===== src/rtl/tft_arb_pkg.sv =====
// rtl/tft_arb_pkg.sv - shared types and constants for the TFT bus arbiter and its drawers
// Contents:
//   arb_state_t          arbiter FSM state (IDLE=0, START=1, OWN=2, DRAIN=3)
//   TFT_CMD_CASET/PASET/RAMWR  TFT window / memory-write command bytes used by the drawers
//   WDT_CYCLES_DEFAULT   default session length limit for the optional watchdog
package tft_arb_pkg;

    typedef enum logic [1:0] {
        IDLE  = 2'd0,
        START = 2'd1,
        OWN   = 2'd2,
        DRAIN = 2'd3
    } arb_state_t;

    localparam logic [7:0] TFT_CMD_CASET = 8'h2A;
    localparam logic [7:0] TFT_CMD_PASET = 8'h2B;
    localparam logic [7:0] TFT_CMD_RAMWR = 8'h2C;

    localparam int unsigned WDT_CYCLES_DEFAULT = 1048576;

endpackage


===== src/rtl/tft_arbiter_rr_picker.sv =====
// rtl/tft_arbiter_rr_picker.sv - combinational round-robin search over the drawer requests
// Ports:
//   req     in   N_REQ  level request per drawer
//   rr_ptr  in   IDX_W  index of the last owner; search starts one above it
//   found   out  1      at least one request is set
//   index   out  IDX_W  first set request at or after rr_ptr+1, wrapping
module rr_picker #(
    parameter int N_REQ = 3,
    parameter int IDX_W = 2
) (
    input  logic [N_REQ-1:0] req,
    input  logic [IDX_W-1:0] rr_ptr,
    output logic             found,
    output logic [IDX_W-1:0] index
);

    logic [IDX_W-1:0] w_cand;

    // Walk from the farthest candidate back to the nearest so the nearest
    // set bit after rr_ptr is the one left in index.
    always_comb begin
        found  = 1'b0;
        index  = '0;
        w_cand = '0;
        for (int k = N_REQ; k >= 1; k--) begin
            w_cand = IDX_W'((int'(rr_ptr) + k) % N_REQ);
            if (req[w_cand]) begin
                found = 1'b1;
                index = w_cand;
            end
        end
    end

endmodule


===== src/rtl/tft_arbiter.sv =====
// rtl/tft_arbiter.sv - session-level round-robin arbiter sharing one TFT byte port between drawers
// Optional feature macro: TFT_ARBITER_WATCHDOG_EN (session length watchdog, limit WDT_CYCLES).
// Ports:
//   clk, rst          clock; synchronous active-high reset
//   req               level request per drawer, held until its done pulse
//   done              one-cycle pulse to the owner when its session ends
//   drawer_enable     enable per drawer, combinational from state
//   drawer_busy       busy per drawer
//   drawer_dc/data/transmit  byte stream per drawer (data: drawer i at [8i+7:8i])
//   tft_busy          busy from the TFT SPI driver, fanned out to drawers unchanged
//   tft_dc/data/transmit     owner's byte stream, zero latency
//   grant_id          current or last owner
//   arb_busy          high whenever the FSM is not IDLE
//   wdt_fault         one-cycle pulse on a watchdog abort
module tft_arbiter
    import tft_arb_pkg::*;
#(
    parameter int N_REQ      = 3,
    parameter int WDT_CYCLES = WDT_CYCLES_DEFAULT
) (
    input  logic                       clk,
    input  logic                       rst,
    input  logic [N_REQ-1:0]           req,
    output logic [N_REQ-1:0]           done,
    output logic [N_REQ-1:0]           drawer_enable,
    input  logic [N_REQ-1:0]           drawer_busy,
    input  logic [N_REQ-1:0]           drawer_dc,
    input  logic [8*N_REQ-1:0]         drawer_data,
    input  logic [N_REQ-1:0]           drawer_transmit,
    input  logic                       tft_busy,
    output logic                       tft_dc,
    output logic [7:0]                 tft_data,
    output logic                       tft_transmit,
    output logic [$clog2(N_REQ)-1:0]   grant_id,
    output logic                       arb_busy,
    output logic                       wdt_fault
);

    localparam int IDX_W = $clog2(N_REQ);

    if (WDT_CYCLES < 2) begin : g_bad_wdt_cycles
        $error("tft_arbiter: WDT_CYCLES must be at least 2");
    end

    arb_state_t       r_state;
    logic [IDX_W-1:0] r_owner;
    logic [IDX_W-1:0] r_rr_ptr;
    logic [N_REQ-1:0] r_done;
    logic             r_wdt_fault;

    logic             w_found;
    logic [IDX_W-1:0] w_pick;
    logic             w_owner_busy;
    logic             w_wdt_hit;
    logic [7:0]       w_data_arr [N_REQ];

    for (genvar g = 0; g < N_REQ; g++) begin : g_data
        assign w_data_arr[g] = drawer_data[8*g +: 8];
    end

    rr_picker #(
        .N_REQ (N_REQ),
        .IDX_W (IDX_W)
    ) u_rr_picker (
        .req    (req),
        .rr_ptr (r_rr_ptr),
        .found  (w_found),
        .index  (w_pick)
    );

    assign w_owner_busy = drawer_busy[r_owner];

`ifdef TFT_ARBITER_WATCHDOG_EN
    localparam int WDT_W = $clog2(WDT_CYCLES);

    logic [WDT_W-1:0] r_wdt_cnt;

    // Held at zero outside START/OWN, so it is zero on every entry to START.
    always_ff @(posedge clk) begin
        if (rst) begin
            r_wdt_cnt <= '0;
        end else if (r_state == START || r_state == OWN) begin
            r_wdt_cnt <= r_wdt_cnt + 1'b1;
        end else begin
            r_wdt_cnt <= '0;
        end
    end

    assign w_wdt_hit = (r_state == START || r_state == OWN) &&
                       (r_wdt_cnt == WDT_W'(WDT_CYCLES - 1));
`else
    assign w_wdt_hit = 1'b0;
`endif

    always_ff @(posedge clk) begin
        if (rst) begin
            r_state     <= IDLE;
            r_owner     <= '0;
            r_rr_ptr    <= IDX_W'(N_REQ - 1);
            r_done      <= '0;
            r_wdt_fault <= 1'b0;
        end else begin
            r_done      <= '0;
            r_wdt_fault <= 1'b0;
            case (r_state)
                IDLE: begin
                    if (w_found) begin
                        r_owner  <= w_pick;
                        r_rr_ptr <= w_pick;
                        r_state  <= START;
                    end
                end
                START: begin
                    if (w_wdt_hit) begin
                        r_done[r_owner] <= 1'b1;
                        r_wdt_fault     <= 1'b1;
                        r_state         <= DRAIN;
                    end else if (w_owner_busy) begin
                        r_state <= OWN;
                    end
                end
                OWN: begin
                    if (w_wdt_hit) begin
                        r_done[r_owner] <= 1'b1;
                        r_wdt_fault     <= 1'b1;
                        r_state         <= DRAIN;
                    end else if (!w_owner_busy) begin
                        r_done[r_owner] <= 1'b1;
                        r_state         <= DRAIN;
                    end
                end
                DRAIN: begin
                    // Let the last byte leave the SPI driver before the next grant.
                    if (!tft_busy && !tft_transmit) begin
                        r_state <= IDLE;
                    end
                end
                default: r_state <= IDLE;
            endcase
        end
    end

    // In OWN the enable follows busy so it falls in the cycle busy falls and
    // the drawer never sees enable with busy low, i.e. it cannot restart.
    always_comb begin
        drawer_enable = '0;
        case (r_state)
            START:   drawer_enable[r_owner] = !w_wdt_hit;
            OWN:     drawer_enable[r_owner] = w_owner_busy && !w_wdt_hit;
            default: drawer_enable = '0;
        endcase
    end

    always_comb begin
        tft_dc       = 1'b0;
        tft_data     = 8'h00;
        tft_transmit = 1'b0;
        if (r_state != IDLE) begin
            tft_dc       = drawer_dc[r_owner];
            tft_data     = w_data_arr[r_owner];
            tft_transmit = drawer_transmit[r_owner];
        end
    end

    assign done      = r_done;
    assign grant_id  = r_owner;
    assign arb_busy  = (r_state != IDLE);
    assign wdt_fault = r_wdt_fault;

endmodule


===== config.mk =====
export PLATFORM = sky130hd
export DESIGN_NAME = tft_arbiter
export DESIGN_NICKNAME = d
export VERILOG_FILES = /design/src/rtl/tft_arb_pkg.sv /design/src/rtl/tft_arbiter_rr_picker.sv /design/src/rtl/tft_arbiter.sv
export SDC_FILE = /design/constraint.sdc
export NUM_CORES = 1
export LEC_CHECK = 0
export CORE_ASPECT_RATIO = 0.6
export CORE_MARGIN = 1.5
export CORE_UTILIZATION = 41
export CTS_BUF_LIST = sky130_fd_sc_hd__clkbuf_4
export DETAILED_ROUTE_END_ITERATION = 16
export HOLD_SLACK_MARGIN = 0.02
export PLACE_DENSITY = 0.88
export SETUP_SLACK_MARGIN = 0.3
export SKIP_CTS_REPAIR_TIMING = 1
export SYNTH_ARGS = -nofsm -noshare
export SYNTH_HDL_FRONTEND = slang
export SYNTH_SLANG_ARGS = --single-unit

===== constraint.sdc =====
create_clock -name clk -period 3.75 [get_ports clk]
set_input_delay 0.375 -clock clk [delete_from_list [all_inputs] [get_ports clk]]
set_output_delay 0.375 -clock clk [all_outputs]
set_load 0.005 [all_outputs]

==> results.yml <==
sta:
  slew-limit-headroom: 0.582
  setup_tns_ns: 0
  finClkSkew_ns: 0.0112
  setup_ws_ns: 0.769
  worst_pin_slew_ns: 0.625
  fin_crit_ns: 2.98
  max_freq_mhz: 335
  slew_viol_final: 0
  rsz0062_at_grt: "false"
  post-route-period-util: 0.795
  setup-violations-final: 0
  hold_viol: 0
clock_network:
  cts.htree.levels: 1
  cts.clk_slew.worst_paths_ns: 0.06
  clock-root-buffer: "clkbuf_4"
  cts_tree: "done"
  clk_path_buf_depth: 2
  clk_latency_ns: 0.26
  clock-sinks: 8
  cts_inserted_buffers: 3
worst_hold_path:
  hold_path.class: "flip-flop to flip-flop"
detailed_routing:
  vias: 1094
  routed_wl_mm: 3.00
  wire_per_inst_microns: 14.1
  drc_errors: 0
  antenna_left: 0
  routed_via_density: 5.14
  drt-pass1-iter-count: 5
  drt_iter0_drc: 103
floorplan:
  io_pins: 59
  rows: 13
  start_util: 0.435
  dieArea_sq_mm: 0.00262
  core_area_sq_mm: 0.00218
  die_h_microns: 40.2
  die-width_microns: 65.1
setup_path:
  crit_fanout: 19
  crit_type: "flip-flop to primary output"
  start_kind: "flip-flop"
  cp_common_cell: "nor2_1"
  critPathRequiredTime_ns: 3.38
  cp_slowest_cell: "dfxtp_1"
  critPathArrivalTime_ns: 2.61
  endpoint_kind: "primary output"
  path_cells: "inv_1, nor2_1, a22oi_1, nor2_1, clkdlybuf4s50_1"
  cpPeakStageDelay_ns: 0.72
yosys:
  synth_cell_type_count: 32
  yosys-top-cells-area: "dfxtp_1, mux2i_1, ha_1"
  synth_top_area_cell: "dfxtp_1"
  synth_edf_count: 0
  async_reset_ff_frac: 0
  synth_largest_type_area_fraction: 0.169
  synth_warnings: 0
  seq_area_frac_synth: 0.169
  synth.avg_cell_area_sq_um: 7.23
  synthFlopType: "dfxtp_1"
  postSynthRegisterBits: 8
  syn-cell-area_sq_um: 947
  synth_nets: 179
  netlist_instances: 131
grt:
  grt_pass1_vias: 962
  grt_overflow: 0
  grt_usage: 0.236
  grt_pass1_wl_mm: 4.55
  grt_antenna_before_repair: 0
  grt_max_degree: 20
place:
  io_buffers: 57
  placedCellCount: 210
  finalWeightedCongestion: 0.817
  dp_hpwl_mm: 2.40
  place_area_sq_mm: 0.00151
  dp_slack_ns: 1.08
final_layout:
  nFillCells: 174
  areaGrowthSynthToFinish_pct: 62.2
  fin_area_sq_mm: 0.00154
  finalNetCount: 233
  final_layout_size_suffix_gt1_frac: 0.0437
  multiInputGateArea_sq_um: 693
  seqCellArea_sq_um: 160
  antenna_cells: 0
  layout.cells.non_filler: 213
flow_run:
  max_cap_viol_count: 0
power_and_ir_drop:
  power_density_mw_per_mm2: 659
  leakage_nw: 0.612
  power_mw: 1.01
  peakVddDrop_mv: 0.479
outcome:
  status: "completed"
cell families (layout without fill, tap and decap cells):
group                    count (synthesis)  after routing  share of synthesized area
adder cells (fa/ha/maj)                  9              9                      0.119
AO/OA/AOI/OAI                           34             34                      0.240
flip-flops                               8              8                      0.169
other                                    1              1                    0.00396
AND/OR/NAND/NOR                         43             43                      0.205
multiplexers                            15             15                      0.164
buffers and inverters                   21             73                     0.0991
per-stage QoR:
step | util | hold WS (ns)
finish | 0.705 | 0.505
global route | 0.705 | 0.550
CTS | 0.705 | 0.512
detailed placement | 0.695 | 0.506
global placement | 0.695 | 0.487
floorplan | - | 0.444
cell usage after synthesis (all sizes together), types with 2 or more instances:
| master | count |
|---|---|
| nor2 | 24 |
| mux2i | 14 |
| a21oi | 12 |
| inv | 12 |
| ha | 9 |
| dfxtp | 8 |
| nand2 | 8 |
| o21ai | 8 |
| clkbuf | 6 |
| nand3b | 4 |
| buf | 3 |
| o22ai | 3 |
| nor3 | 2 |
| o211ai | 2 |
worst paths after layout:
check,from,to,slack [ns],cells past startpoint
worst min register to register,r_state[1],r_state[1],0.51,2
worst min-delay path,r_state[1],r_state[1],0.51,2
worst max register to register,grant_id[0],r_state[0],1.17,7
worst max-delay path,grant_id[0],tft_transmit,0.77,5
power by group:
| part | internal, mW | switching [mW] | leakage [nW] |
|---|---|---|---|
| clock network | 0.0367 | 0.0301 | 0.0138 |
| logic | 0.398 | 0.380 | 0.533 |
| registers | 0.111 | 0.0565 | 0.0656 |
state kept, by name, indices dropped and copies added (netlist names):
signal / flops
r_state: 2
r_rr_ptr: 1
done: 3
grant_id: 2
layer usage:
layer  GRT usage  vias up  share of wire
met2       0.402       32           0.49
met4      0.0521        0         0.0013
met3      0.0534        2          0.045
li1            -      555              -
met1       0.314      505           0.46
met5           0        -              0
area by class of cell:
class	count	share of cell area
clock buffer	3	0.0147
inverter	12	0.0293
multi-input combinational	102	0.451
sequential	8	0.104
tap	30	0.0244
timing repair buffer	58	0.376
layout by cell type (no fill, tap or decap), types with 4 or more instances in the layout:
cell type / instances
ha_1: 9
a21oi_1: 11
dfxtp_1: 8
clkdlybuf4s50_1: 57
nand3b_1: 4
inv_1: 12
nor2_1: 24
mux2i_1: 14
nand2_1: 8
o21ai_0: 8
worst max-delay path, delay by kind of cell, from the launching register on:
kind	cells	cell delay [ns]
buffers and inverters	2	0.79
DFF	1	0.72
and+or+nand+nor	2	0.67
AOI/OAI and AO/OA	1	0.18
Note: power is estimated with default switching activity, not from simulation.
==> RTL change 1: new RTL, same flow settings <==
Add a define of `TFT_ARBITER_WATCHDOG_EN`.
--- a/src/rtl/tft_arbiter.sv
+++ b/src/rtl/tft_arbiter.sv
@@ -13,4 +13,6 @@
 //   arb_busy          high whenever the FSM is not IDLE
 //   wdt_fault         one-cycle pulse on a watchdog abort
+`define TFT_ARBITER_WATCHDOG_EN
+
 module tft_arbiter
     import tft_arb_pkg::*;
Behaviour: no difference found for any inputs over 4 cycles, from zero or initial values and one cycle with rst high; that may be too few to reach the edited logic, so the function may still have changed.
==> RTL change 1 against the unedited design <==
  * Sequential cell count rose by 21
  * Setup slack better by 87 ps
  * First-iteration DRC count decreased by 11%
  * Clock power grew to 3.8 times the old value
  * Synthesized cell count rose by 67%
  * Critical path depth did not move
  * Die area up 77%
  * Wire length grew 41%
  * Synthesized area increased by 83%
  * Maximum frequency up 3.0%
  * Power up 22%
  * Cell area rose by 59%
  * Critical endpoint is now tft_dc
==> RTL change 1: results (changes against the unedited design) <==
Largest net degree at the start of global routing = 23 (+15%)
Cell Pwr Density = 505 nW/um^2 (-23%)
Port Buffers = 58 (+1.8%)
Fillcell total = 354 (+100%)
Slowest CP cell = nor2b_1
Sequential Area = 581 sq um (+260%)
Count of cell types in the netlist = 39 (+22%)
#MultiIn Comb = 171 (+68%)
First drt pass iteration count = 4 (-1)
Hpwl dp = 3300 um (+38%)
TritonCTS buffer count = 5 (+2)
Worst slew pin tran = 788 ps (+162 ps)
Total wire length = 4230 um (+41%)
Clock-cell share = 3.24% (+1.8 points)
Vias per cell = 4.97 (-3.2%)
Post-placement setup slack = 1260 ps (+180 ps)
Fmax = 346 MHz (+3.0%)
CP top delay family = simple AND/OR/NAND/NOR gates
Clock buffer count = 6 (+3)
Multi-input combinational area share = 43.9% (-1.3 points)
Seq_cells = 29 (+21)
NonClk Buf Share = 24.4% (-13 points)
Nets = 323 (+39%)
Nonclk inv count = 10 (-2)
Global-route wire length before repair = 6780 um (+49%)
Syn Nets = 265 (+48%)
Most frequent cells after synthesis = nor2_1 (48), dfxtp_1 (29), a21oi_1 (18)
Buffers excl. clock = 60 (+3.4%)
Total clock network power = 0.253 mW (+280%)
Reg2reg setup slack = 1400 ps (+230 ps)
VDD IR max = 0.000237 V (-51%)
Layout cells sized above 1 = 6.47% (+2.1 points)
M1 WL = 2140 um (+54%)
DRT iter0 DRCs = 92 (-11%)
Worst Path Max Fanout = 13 (-6)
Global Route met1 Usage = 25.0% (-6.4 points)
Total GRT Usage = 19.0% (-4.6 points)
Combinational power share = 50.0% (-27 points)
Sw Ratio = 36.2% (-9.8 points)
Status = completed
Placed Cells = 330 (+57%)
Clock Latency Late Sink = 330 ps (+70 ps)
Routed wire per std cell = 12.5 um (-11%)
[RTL change 1: cell types whose count changed after synthesis, moves of 5 or more]
cell,unedited run,this run
and3_1,0,5
dfxtp_1,8,29
nor2_1,24,48
nand3_1,1,7
xnor2_1,0,8
a21oi_1,11,18
xor2_1,0,6
nand2_1,8,17
[RTL change 1: cell families (layout without fill, tap and decap cells)]
kind of cell / Yosys count / count (layout) / share of synthesized area [%]
flops: 29 / 29 / 33.5
fa+ha+maj: 8 / 8 / 5.63
mux: 13 / 13 / 7.80
simple gates: 99 / 99 / 26.9
xor+xnor: 14 / 14 / 7.08
buf+inv: 19 / 78 / 4.84
compound gates: 37 / 37 / 14.3
[RTL change 1: final timing paths]
check | cells after the start | endpoint | from
worst max-delay path | 5 | tft_dc | grant_id[0]
worst min-delay path | 1 | r_wdt_cnt[0] | r_wdt_cnt[0]
worst min register to register | 1 | r_wdt_cnt[0] | r_wdt_cnt[0]
worst max register to register | 8 | r_state[0] | grant_id[0]
==> RTL change 2: new RTL, same flow settings <==
Made on the original files. Re-encode `arb_state_t` (4 states) as one-hot, 4 bits wide.
--- a/src/rtl/tft_arb_pkg.sv
+++ b/src/rtl/tft_arb_pkg.sv
@@ -6,9 +6,9 @@
 package tft_arb_pkg;
 
-    typedef enum logic [1:0] {
-        IDLE  = 2'd0,
-        START = 2'd1,
-        OWN   = 2'd2,
-        DRAIN = 2'd3
+    typedef enum logic [3:0] {
+        IDLE  = 4'b0001,
+        START = 4'b0010,
+        OWN   = 4'b0100,
+        DRAIN = 4'b1000
     } arb_state_t;
 
Formal check against the unedited RTL: same outputs for any inputs over 4 cycles, from zero or initial values and one cycle with rst high; so few cycles prove little.
==> RTL change 2 against the unedited design <==
  * Setup slack better by 30 ps
  * Cell area grew 2.4%
  * Synthesized area rose by 2.4%
  * Non-clock buffer count grew 2
  * Wire length down 0.30%
  * Maximum frequency is 1.0% higher
  * Sequential cell count is 2 higher
  * Final cell count is 1.4% higher
  * Power decreased by 14%
  * Register-to-register slack gained 260 ps
  * Largest power group unchanged
==> RTL change 2: results (changes against the unedited design) <==
Layout cells sized above 1 = 5.91% (+1.5 points)
Synth Area in Compound Gates = 22.6% (-1.5 points)
Sequential cell area fraction in the yosys report = 20.6% (+3.7 points)
Met3 wire length = 160 um (+19%)
Sequential share of power = 19.0% (+2.4 points)
Max FFs per register = 4 (+1)
Sw Ratio = 42.7% (-3.3 points)
Crit path to = drawer_enable[0]
Max_slew headroom = 50.2% (-8.0 points)
P_leak = 0.622 nW (+1.6%)
WP data arrival = 2580 ps (-30 ps)
Uppermost layer routed = met3
Worst r2r dst = grant_id[1]
XOR/XNOR Fraction of Synth Area = 0.903% (+0.90 points)
Global Route met1 Usage = 29.8% (-1.6 points)
Total GRT Usage = 22.7% (-0.94 points)
Fillcell total = 182 (+4.6%)
CP peak stage delay = 690 ps (-30 ps)
Syn Nets = 174 (-2.8%)
Global-route met2 utilization = 40.7% (+0.45 points)
Number of global-route vias before repair = 997 (+3.6%)
Status = completed
Total wire length = 2990 um (-0.30%)
DRT iter0 DRCs = 48 (-53%)
GP Congestion = 0.899 (+10%)
Met3 Track Usage GR = 4.95% (-0.39 points)
Multiplexer share of the synthesized area = 16.0% (-0.38 points)
Slowest CP cell = nor2b_1
CP startpoint = grant_id[1]
Via count = 1,109 (+1.4%)
Synth area leaders = dfxtp_1 (21%), mux2i_1 (14%), nor2_1 (11%), a21oi_1 (5.2%), ha_1 (5.2%)
Hpwl dp = 2450 um (+2.4%)
Clk_skew = 7.42 ps (-3.77 ps)
Reg2reg setup slack = 1430 ps (+260 ps)
Nets = 230 (-1.3%)
Worst r2r src = grant_id[0]
R2R cell count = 8 (+1)
Most frequent cells after synthesis = nor2_1 (28), mux2i_1 (14), a21oi_1 (10), dfxtp_1 (10), nand2_1 (9)
Largest net degree at the start of global routing = 19 (-5.0%)
-- RTL change 2: area by class of cell --
type                            instances  area share (%)
Timing Repair Buffer                   60            37.7
Tap cell                               30            2.38
Sequential cell                        10            12.7
Inverter                                8            1.91
Clock buffer                            3            1.43
Multi-Input combinational cell        104            43.6
Clock inverter                          1           0.238
-- RTL change 2: worst min path at each step --
stage,startpoint,end,slack [ps],cells after the start
after CTS,r_state[0],r_state[3],580,1
after global routing,r_state[0],r_state[3],620,1
after detailed placement,r_state[0],r_state[3],560,1
after floorplan,rst,r_state[1],440,1
final,r_state[0],r_state[3],570,1
after global placement,r_state[0],r_state[3],540,1
-- RTL change 2: stage by stage --
step	instances	cell area, sq um	hold WS (ps)	setup WS, ps
floorplan	131	970	444	1650
global placement	212	1550	537	1170
detailed placement	212	1550	559	1100
CTS	216	1570	578	804
global route	216	1570	622	564
finish	216	1570	571	799
